--- src/rtl/cargador_memoria_pkg.sv ---
`default_nettype none
// +--------------------------------------------------------------------------+
// | cargador_memoria_pkg                                                     |
// | Shared sizes and FSM state type for the stream/memory loader.            |
// | Rev 1.0                                                                  |
// +--------------------------------------------------------------------------+
package cargador_memoria_pkg;

  localparam int c_DATA_W = 14;
  localparam int c_ADDR_W = 5;
  localparam int c_DEPTH  = 32;

  typedef enum logic [1:0] {
    ST_IDLE = 2'd0,
    ST_LOAD = 2'd1,
    ST_DUMP = 2'd2,
    ST_DONE = 2'd3
  } state_t;

endpackage
`default_nettype wire

--- src/rtl/cargador_memoria_contador_dir.sv ---
`default_nettype none
// +--------------------------------------------------------------------------+
// | contador_dir                                                             |
// | Address pointer (wrapping) and remaining-word counter for the loader.    |
// | Rev 1.0                                                                  |
// +--------------------------------------------------------------------------+
module contador_dir #(
  parameter int ADDR_W = 5
) (
  input  logic              clk,
  input  logic              rst,
  input  logic              i_load,
  input  logic              i_step,
  input  logic [ADDR_W-1:0] i_base,
  input  logic [ADDR_W:0]   i_len,
  output logic [ADDR_W-1:0] o_ptr,
  output logic [ADDR_W:0]   o_rem
);

  localparam logic [ADDR_W:0]   c_DEPTH   = {1'b1, {ADDR_W{1'b0}}};
  localparam logic [ADDR_W-1:0] c_PTR_ONE = {{(ADDR_W-1){1'b0}}, 1'b1};
  localparam logic [ADDR_W:0]   c_REM_ONE = {{ADDR_W{1'b0}}, 1'b1};

  logic [ADDR_W-1:0] r_ptr;
  logic [ADDR_W:0]   r_rem;

  // Pointer wraps naturally at the top of the address space.
  always_ff @(posedge clk) begin
    if (rst) begin
      r_ptr <= '0;
      r_rem <= '0;
    end else if (i_load) begin
      r_ptr <= i_base;
      r_rem <= (i_len > c_DEPTH) ? c_DEPTH : i_len;
    end else if (i_step) begin
      r_ptr <= r_ptr + c_PTR_ONE;
      r_rem <= r_rem - c_REM_ONE;
    end
  end

  assign o_ptr = r_ptr;
  assign o_rem = r_rem;

endmodule
`default_nettype wire

--- src/rtl/cargador_memoria.sv ---
`default_nettype none
// +--------------------------------------------------------------------------+
// | cargador_memoria                                                         |
// | Streams words into (load) or out of (dump) a memory block.               |
// | Optional running checksum output: CARGADOR_MEMORIA_CHECKSUM_EN.          |
// | Rev 1.0                                                                  |
// +--------------------------------------------------------------------------+
module cargador_memoria
  import cargador_memoria_pkg::*;
#(
  parameter int DATA_W = c_DATA_W,
  parameter int ADDR_W = c_ADDR_W
) (
  input  logic              clk,
  input  logic              rst,
  input  logic              start,
  input  logic              mode,
  input  logic [ADDR_W-1:0] base,
  input  logic [ADDR_W:0]   len,
  input  logic              in_valid,
  output logic              in_ready,
  input  logic [DATA_W-1:0] in_data,
  output logic              out_valid,
  input  logic              out_ready,
  output logic [DATA_W-1:0] out_data,
  output logic              mem_en,
  output logic [ADDR_W-1:0] mem_addr,
  output logic [DATA_W-1:0] mem_wdata,
  input  logic [DATA_W-1:0] mem_rdata,
`ifdef CARGADOR_MEMORIA_CHECKSUM_EN
  output logic [DATA_W-1:0] checksum,
`endif
  output logic              busy,
  output logic              done
);

  localparam logic [ADDR_W:0] c_REM_ONE = {{ADDR_W{1'b0}}, 1'b1};

  state_t            r_state;
  state_t            w_next;
  logic              w_start_acc;
  logic              w_xfer;
  logic [ADDR_W-1:0] w_ptr;
  logic [ADDR_W:0]   w_rem;

  assign w_start_acc = (r_state == ST_IDLE) && start;

  contador_dir #(
    .ADDR_W (ADDR_W)
  ) u_contador_dir (
    .clk    (clk),
    .rst    (rst),
    .i_load (w_start_acc),
    .i_step (w_xfer),
    .i_base (base),
    .i_len  (len),
    .o_ptr  (w_ptr),
    .o_rem  (w_rem)
  );

  always_ff @(posedge clk) begin
    if (rst) r_state <= ST_IDLE;
    else     r_state <= w_next;
  end

  // Handshakes are masked during reset so an aborted load never writes.
  always_comb begin
    w_next    = r_state;
    w_xfer    = 1'b0;
    in_ready  = 1'b0;
    out_valid = 1'b0;
    out_data  = '0;
    mem_en    = 1'b0;
    mem_addr  = '0;
    mem_wdata = '0;
    busy      = (r_state != ST_IDLE);
    done      = 1'b0;
    case (r_state)
      ST_IDLE: begin
        if (start) begin
          if (len == '0) w_next = ST_DONE;
          else           w_next = mode ? ST_DUMP : ST_LOAD;
        end
      end
      ST_LOAD: begin
        in_ready = !rst;
        mem_addr = w_ptr;
        w_xfer   = in_valid && !rst;
        if (w_xfer) begin
          mem_en    = 1'b1;
          mem_wdata = in_data;
        end
      end
      ST_DUMP: begin
        out_valid = !rst;
        mem_addr  = w_ptr;
        out_data  = mem_rdata;
        w_xfer    = out_ready && !rst;
      end
      ST_DONE: begin
        done   = 1'b1;
        w_next = ST_IDLE;
      end
      default: w_next = ST_IDLE;
    endcase
    if (w_xfer && (w_rem == c_REM_ONE)) w_next = ST_DONE;
  end

`ifdef CARGADOR_MEMORIA_CHECKSUM_EN
  logic [DATA_W-1:0] r_checksum;
  logic [DATA_W-1:0] w_word;

  assign w_word = (r_state == ST_DUMP) ? mem_rdata : in_data;

  always_ff @(posedge clk) begin
    if (rst)              r_checksum <= '0;
    else if (w_start_acc) r_checksum <= '0;
    else if (w_xfer)      r_checksum <= r_checksum + w_word;
  end

  assign checksum = r_checksum;
`endif

endmodule
`default_nettype wire

--- config.mk ---
export PLATFORM = sky130hd
export DESIGN_NAME = cargador_memoria
export DESIGN_NICKNAME = d
export VERILOG_FILES = /design/src/rtl/cargador_memoria_pkg.sv /design/src/rtl/cargador_memoria_contador_dir.sv /design/src/rtl/cargador_memoria.sv
export SDC_FILE = /design/constraint.sdc
export NUM_CORES = 1
export LEC_CHECK = 0
export BUFFER_PORTS_ARGS = -buffer_cell sky130_fd_sc_hd__buf_2
export CORE_ASPECT_RATIO = 1.25
export CORE_UTILIZATION = 37
export CTS_BUF_LIST = sky130_fd_sc_hd__clkbuf_4
export CTS_CLUSTER_DIAMETER = 40
export DETAILED_ROUTE_END_ITERATION = 16
export GPL_ROUTABILITY_DRIVEN = 0
export PLACE_DENSITY_LB_ADDON = 0.12
export SYNTH_ARGS = -nofsm -noshare
export SYNTH_HDL_FRONTEND = slang
export SYNTH_SLANG_ARGS = --single-unit
--- constraint.sdc ---
create_clock -name clk -period 1.6 [get_ports clk]
set_input_delay 0 -clock clk [delete_from_list [all_inputs] [get_ports clk]]
set_output_delay 0 -clock clk [all_outputs]
set_load 0.005 [all_outputs]
After elaboration in Yosys (flattened, before gate mapping)
Cells that the tools add are included.
- bits in registers: 13
- logic and storage cells: 43
- output and inout bits: 38
- $lt $le $gt $ge: 1
- reductions and logical operators: 12
- multiplexer cells: 20
- eq/ne operators: 5
- $add $sub $neg: 2
- operators by type and width (cell ; number):
    two-way mux 14 bit ; 3
    two-way mux 6 bit ; 3
    two-way mux 5 bit ; 3
    two-way mux 2 bit ; 4
    == test 6 x 1 -> 1 bit (second input constant) ; 1
    > comparator 6 bit (second input constant) ; 1
    zero test 6 bit ; 1
    subtractor 6 x 1 -> 6 bit (second input constant) ; 1
    adder 5 x 1 -> 5 bit (second input constant) ; 1
    two-way mux 1 bit ; 5
    == test 2 bit (second input constant) ; 2
    logical AND 1 bit ; 4
    case mux 2 bit (2 select lines) ; 1
    nonzero test 2 bit ; 2
    inequality test 3 x 2 -> 1 bit (second input constant) ; 1
    nonzero test 3 bit ; 1
    == test 2 x 1 -> 1 bit (second input constant) ; 1
    zero test 2 bit ; 1
    case mux 1 bit (2 select lines) ; 1
    AND reduction 2 bit ; 1
    OR reduction 2 bit ; 1
    zero test 1 bit ; 1

Depth between registers and ports, before layout
Gate-level depths: netlist of the first run.
- depth in word-level cells: 6
- depth in mapped cells: 7
- depth with buffers taken out: 6

Hierarchy
A second synthesis of the first run with hierarchy kept.
- cells, all modules: 139
- area, all modules: 1107.3 um2
- by module, submodules not included (module ; instances ; cells an instance ; area each (um2) ; seq. area each (um2)):
    contador_dir ; 1 ; 74 ; 654.4 ; 220.2
    cargador_memoria ; 1 ; 65 ; 452.9 ; 40.0

Worst setup path after synthesis of the first run
OpenSTA, ideal clock, no wires.
- path kind: register to register
- from: register r_state[0]
- to: register u_contador_dir.r_rem[1] (netlist: u_contador_dir.o_rem[1])
- arrival: 1.593 ns
- period minus slack after synthesis: 1.678 ns
- cell stages (with the launch flop): 8
- required time: 1.516 ns
- buffers on the path: 1
- slack: -0.078 ns
- cells stage by stage: dfxtp_1 -> inv_1 -> ha_1 -> nor2b_1 -> buf_4 -> nand2_4 -> mux2_4 -> o31ai_2
- word-level cells in the longest chain between the ends: 3
- elaborated cells on any way between the ends: 7
- classes of those cells: eq/ne: 2; mux: 2; reduce/logical: 3
- ends and longest elaborated chain (item ; RTL line ; text):
    from (decl) ; cargador_memoria.sv:39 ; state_t r_state;
    from (signal assigned) ; cargador_memoria.sv:63 ; else r_state <= w_next;
    == test 2 bit, or another cell as far along ; cargador_memoria.sv:78 ; case (r_state)
    case mux 1 bit (2 select lines) or logical AND 1 bit (tied branches) ; cargador_memoria.sv:78, cargador_memoria.sv:46 ;
    nonzero test 2 bit (no line) or two-way mux 6 bit (tied branches) ; n/a ;
    to (signal assigned) ; cargador_memoria_contador_dir.sv:34 ; r_rem <= (i_len > c_DEPTH) ? c_DEPTH : i_len;
    to (signal assigned) ; cargador_memoria_contador_dir.sv:37 ; r_rem <= r_rem - c_REM_ONE;
    to (decl) ; cargador_memoria_contador_dir.sv:25 ; logic [ADDR_W:0] r_rem;
Parallel ways exist; a longest one is shown, timed or not.
A chain may end at the register's enable or synchronous reset.

Worst setup path after layout of the first run
- from: register r_state[1]
- to: register u_contador_dir.r_rem[1] (netlist: u_contador_dir.o_rem[1])
The elaborated chain is that of the path after synthesis.

==> results of run 1 <==
==> logic make-up after synthesis <==
family,synth area share
AO/OA/AOI/OAI,0.150
AND/OR/NAND/NOR,0.390
multiplexers,0.0137
adder cells (fa/ha/maj),0.0913
buffers and inverters,0.0457
XOR/XNOR,0.0719
flip-flops,0.237
==> how the worst min path moves through the flow <==
stage / startpoint / endpoint / slack [ps] / depth (start not counted)
3_5_place_dp: len[3] / u_contador_dir.o_rem[3] / 240 / 3
3_3_place_gp: len[3] / u_contador_dir.o_rem[3] / 240 / 3
2_1_floorplan: in_data[0] / mem_wdata[0] / 110 / 1
6_report: base[3] / u_contador_dir.o_ptr[3] / 1 / 3
5_1_grt: base[2] / u_contador_dir.o_ptr[2] / 20 / 3
4_1_cts: base[3] / u_contador_dir.o_ptr[3] / 3 / 3
==> metrics by stage <==
| step | worst slack [ps] | utilization | instance area [um2] |
|---|---|---|---|
| 3_5_place_dp | -35.8 | 0.576 | 1590 |
| 3_3_place_gp | 9.44 | 0.576 | 1590 |
| 4_1_cts | 19.2 | 0.605 | 1670 |
| 6_report | 38.2 | 0.608 | 1680 |
| 5_1_grt | -9.68 | 0.608 | 1680 |
| 2_1_floorplan | 9.80 | - | 1120 |
==> sequential cells by signal, summed over array words and instances (netlist names) <==
name,cells
r_state,2
u_contador_dir.o_rem,6
u_contador_dir.o_ptr,5
==> routing by layer <==
layer / wire (um) / part of all wire
met5: 0 / 0
met4: 49 / 0.015
met3: 307 / 0.094
met2: 1670 / 0.51
met1: 1230 / 0.38
==> timing repair <==
item,in CTS,in global routing
buffers inserted,1,0
pin swaps,0,1
cloned,0,0
resized for setup,2,6
endpoints found under the setup margin,1,21
hold buffers,4,0
endpoints found under the hold margin,4,0
==> cells in the mapped netlist (3+ instances only) <==
cell type | number | area, um2
a211oi_1 | 7 | 52.6
xnor2_1 | 3 | 26.3
clkbuf_1 | 4 | 15.0
nor3_1 | 3 | 15.0
nand2_1 | 5 | 18.8
and3b_1 | 3 | 26.3
ha_1 | 8 | 100
inv_1 | 6 | 22.5
nor2b_1 | 3 | 18.8
a21oi_1 | 5 | 25.0
nand3_1 | 7 | 35.0
dfxtp_1 | 13 | 260
and2_1 | 33 | 206
xor2_1 | 6 | 52.6
nor2_1 | 9 | 33.8
==> power groups by stage <==
stage          Combinational, W  Clock [W]  Sequential [W]
4_1_cts                0.000332   0.000226        0.000380
3_3_place_gp           0.000311          0        0.000387
5_1_grt                0.000377   0.000252        0.000384
3_5_place_dp           0.000318          0        0.000388
2_1_floorplan          0.000183          0        0.000382
6_report               0.000336   0.000230        0.000381
==> worst max-delay path: cells and delay by family, from the launching register on <==
kind | cells | cell delay (ps)
buf+inv | 1 | 140
compound gates | 2 | 420
flops | 1 | 330
mux | 1 | 310
fa+ha+maj | 1 | 180
simple gates | 1 | 110
==> area by class of cell <==
cell class | instances | area [um2] | share of cell area
multi-input cells | 112 | 825 | 0.491
clock buffers | 4 | 30.0 | 0.0179
flip-flops and latches | 13 | 263 | 0.157
inverters | 6 | 22.5 | 0.0134
well taps | 34 | 42.5 | 0.0254
repair buffers | 92 | 495 | 0.295
==> metrics, run 1 <==
hold crit path type input port to flip-flop; critical path class flip-flop to flip-flop; root buf cell clkbuf_4; FILL cells 249; commonest non-fill, non-tap cell in the layout buf_2; Post-synth EDFFs 0; RSZ-0062 raised after global routing yes; status complete, no violations; Leakage 0.888 nW; count of input and output buffers 82; hpwl dp 2640 um; row count 21; period utilization 0.976; nets@finish 281; WHS 1.07 ps; GRT Residual Overflow 0; CTS Buffer Depth 2; library cells used by synthesis 33; Worst Setup SP r_state[1]; RR Endpoint u_contador_dir.o_rem[1]; Hold Fails Final Rpt 0; combinational cell fraction of total power 0.355; placed instance count 253; latest clock arrival within the worst-skew pair 290 ps; H-tree lvl count 1; GR Layer Usage met2 0.395; Worst Setup EP u_contador_dir.o_rem[1]; cts bufs inserted 3; Inserted Diodes 0; setup slack, reg-to-reg 40 ps; CP required 1810 ps; pwr/cell area 564 nW/um2; Critical Path End Type flip-flop; Final Non-Filler Cells 261; total vias in the final route 1314; Final TNS setup 0 ps; Reg2Reg Depth 6; Detail Route Antenna Nets 0; clk sinks 13; drt first pass iters 6; Initial Util 0.397; Area Overhead vs Synth 53.1%; first-pass GRT wire length 5310 um; Slew Viols, Final 0; Rel. slew slack 0.782; Synth Cell Area 1100 um2; Achievable Freq 640 MHz; slowest CP cell dfxtp_2; synthesized flop and latch total 13; vias per cell 5.03; minimum clock period 1560 ps; reg2reg start r_state[1]; P_sw 0.000306 W; setup violators final 0; # IOs 83; DRT Wirelength 3260 um; Routed WL per cell 12.5 um; Syn Nets 190; All-Layer GR Usage 0.214; Worst Skew 6.40 ps; GR Layer Usage met1 0.235; crit path DAT 1770 ps; largest net degree at the start of global routing 20; VDD IR max 0.000567 V; Power Total 0.000946 W; initial antenna violation count 0; vias in the first global route 1251; Max-Cap Viols 0; Die Area 3190 um2; Clock transition at path regs 80 ps; DRC errors left 0; CP Launch Type flip-flop; CTS tree done; die height 62.9 um; routing usage on met3 0.0389; cell-internal power 0.000640 W; most frequent cells in the layout buf_2, and2_1, dfxtp_1, nor2_1, nand3_1; Async SR Flop Fraction 0; Main synth FF type dfxtp_1; CP max stage delay 330 ps; Avg Cell Area, Syn 8.00 um2; Synth warnings 0; Clk pwr share 0.243; initial DRC count 38; CORE AREA 2760 um2; part of the power in registers 0.403; GRT busiest layer met2; sequential area share after synthesis 0.237; sw frac 0.323; Worst-Margin Slew 327 ps; Synth Instances 137; CP Max Fanout 7; Die Wd 50.7 um; crit-path cells buf_4 > ha_2 > a22o_4 > nand2_4 > mux2_4 > o31ai_2; fraction of layout cells with a size suffix above 1 0.480
(Power assumes the default switching activity.)
==> run 2: changes to the inputs <==
SYNTH_HIERARCHICAL = 1   (was unset)
==> metrics, run 2 <==
status finished with violations (was complete, no violations); violated checks setup timing; CORE AREA 2760 um2 (unchanged); CP max stage delay 390 ps (was 330 ps); commonest non-fill, non-tap cell in the layout buf_2 (unchanged); Clock transition at path regs 90 ps (was 80 ps); crit path DAT 1960 ps (was 1770 ps); pwr/cell area 526 nW/um2 (was 564 nW/um2); CTS Buffer Depth 2 (unchanged); Power Total 0.000957 W (was 0.000946 W); Rel. slew slack 0.674 (was 0.782); Final TNS setup -1190 ps (was 0 ps); post-synth top area cell dfxtp_1 (unchanged); Main synth FF type dfxtp_1 (unchanged); fraction of layout cells with a size suffix above 1 0.529 (was 0.480); minimum clock period 1760 ps (was 1560 ps); synthesized flop and latch total 13 (unchanged); DRC errors left 0 (unchanged); Post-synth EDFFs 0 (unchanged); Die Wd 50.9 um (was 50.7 um); post-synth top area share 0.235 (was 0.237); hold crit path type input port to flip-flop (unchanged); CP Max Fanout 5 (was 7); Achievable Freq 568 MHz (was 640 MHz); CP Launch Type flip-flop (unchanged); Synth warnings 6 (was 0); hpwl dp 2460 um (was 2640 um); Die Area 3220 um2 (was 3190 um2); Routed WL per cell 11.7 um (was 12.5 um); Detail Route Antenna Nets 0 (unchanged); CP required 1800 ps (was 1810 ps); row count 21 (unchanged); Initial Util 0.401 (was 0.397); initial DRC count 23 (was 38); GRT Residual Overflow 0 (unchanged); root buf cell clkbuf_4 (unchanged); cts bufs inserted 3 (unchanged); Largest register FFs 6 (unchanged); DRT Wirelength 3170 um (was 3260 um); All-Layer GR Usage 0.194 (was 0.214); first-pass GRT wire length 4970 um (was 5310 um); FILL cells 240 (was 249); VDD IR max 0.000542 V (was 0.000567 V); Final Non-Filler Cells 272 (was 261); Inserted Diodes 0 (unchanged); Leakage 1.03 nW (was 0.888 nW); die height 63.2 um (was 62.9 um); setup violators final 10 (was 0); Synth top cells by count and2_1, and3_1, dfxtp_1 (was and2_1, dfxtp_1, nor2_1); largest net degree at the start of global routing 17 (was 20); Slew Viols, Final 0 (unchanged); total vias in the final route 1371 (was 1314); RSZ-0062 raised after global routing yes (unchanged); worst setup margin -162 ps (was 38.2 ps); H-tree lvl count 1 (unchanged); # IOs 83 (unchanged); vias in the first global route 1189 (was 1251); most frequent cells in the layout buf_2, and2_1, and3_1, buf_4, dfxtp_1 (was buf_2, and2_1, dfxtp_1, nor2_1, nand3_1); clk sinks 13 (unchanged); crit-path cells inv_4 > ha_4 > nor3b_4 > buf_6 > nand4_1 > or3_1 > a31oi_1 (was buf_4 > ha_2 > a22o_4 > nand2_4 > mux2_4 > o31ai_2); period utilization 1.10 (was 0.976); Avg Cell Area, Syn 7.97 um2 (was 8.00 um2); placed instance count 257 (was 253); CTS tree done (unchanged); library cells used by synthesis 45 (was 33); drt first pass iters 4 (was 6); Syn Nets 190 (unchanged); nets@finish 290 (was 281); critical path class flip-flop to flip-flop (unchanged); main area contributors after synthesis dfxtp_1, and2_1, and3_1 (was dfxtp_1, and2_1, ha_1); most frequent cell after synthesis and2_1 (unchanged); Synth Instances 139 (was 137); Synth Cell Area 1110 um2 (was 1100 um2); Worst Skew 10.2 ps (was 6.40 ps); Area Overhead vs Synth 64.3% (was 53.1%); vias per cell 5.04 (was 5.03); slowest CP cell dfxtp_4 (was dfxtp_2); sequential area share after synthesis 0.235 (was 0.237); latest clock arrival within the worst-skew pair 280 ps (was 290 ps); Async SR Flop Fraction 0 (unchanged); Hold Fails Final Rpt 0 (unchanged); initial antenna violation count 0 (unchanged); Worst-Margin Slew 485 ps (was 327 ps); footprint of the multi-input gates 857 um2 (was 825 um2); FF+latch area 268 um2 (was 263 um2); Max-Cap Viols 0 (unchanged); count of input and output buffers 82 (unchanged); Critical Path End Type flip-flop (unchanged)
==> run 2: cell count changes after synthesis, moves of 4 or more <==
cell and delta:
a211oi_1 -7, and2_1 -13, and3_1 +14, nand2_1 +7
nand3_1 -7, xor2_1 -4
==> run 2: per-layer routing <==
layer | global-route usage | share of wire
met2 | 0.350 | 0.49
met1 | 0.216 | 0.41
met4 | 0.0903 | 0.015
met5 | 0 | 0
met3 | 0.0266 | 0.082
==> run 2: timing repair <==
action | 4_1_cts | 5_1_grt
endpoints found under the hold margin | 6 | 0
pin swaps | 9 | 4
gates resized for setup | 4 | 7
setup buffers | 4 | 1
endpoints found under the setup margin | 24 | 11
hold buffers | 6 | 0
==> run 2: metrics by stage <==
stage / util / hold slack [ps] / cell area [um2] / setup WS, ps
2_1_floorplan: - / 30.2 / 1170 / -35.1
6_report: 0.659 / 32.9 / 1820 / -162
5_1_grt: 0.659 / 68.3 / 1820 / -257
3_3_place_gp: 0.597 / 235 / 1650 / -158
3_5_place_dp: 0.597 / 251 / 1650 / -196
4_1_cts: 0.646 / 1.61 / 1780 / -154
==> run 2: cell type report <==
class | count | area share
Clock buffer | 4 | 0.0165
Timing Repair Buffer | 102 | 0.320
Inverter | 9 | 0.0213
Tap cell | 34 | 0.0234
Sequential cell | 13 | 0.147
Multi-Input combinational cell | 110 | 0.471
==> run 2: worst max-delay path: cells and delay by family (launching register included) <==
family	cells	cell delay, ps
DFF	1	390
buffers and inverters	2	210
and+or+nand+nor	3	700
adders and majority gates	1	250
AOI/OAI and AO/OA	1	130
==> run 2: cells by family after synthesis <==
logic type	synth area share
fa+ha+maj	0.0678
compound gates	0.133
xor+xnor	0.0316
flops	0.235
buf+inv	0.0712
mux	0.0373
simple gates	0.424
==> run 2: path summary, 6_finish.rpt <==
check                                             start                       to  slack (ps)  depth (start not counted)
worst max-delay path                         r_state[0]  u_contador_dir/o_ptr[4]        -160                          7
worst min-delay path                             len[4]  u_contador_dir/o_rem[4]          30                          3
worst max register to register               r_state[0]  u_contador_dir/o_ptr[4]        -160                          7
worst min register to register  u_contador_dir/o_ptr[4]  u_contador_dir/o_ptr[4]         530                          2
==> run 2: power breakdown <==
| part | internal (W) | switching, W |
|---|---|---|
| clock network | 0.000113 | 0.000110 |
| logic | 0.000192 | 0.000155 |
| registers | 0.000351 | 0.0000355 |
| total | 0.000656 | 0.000301 |
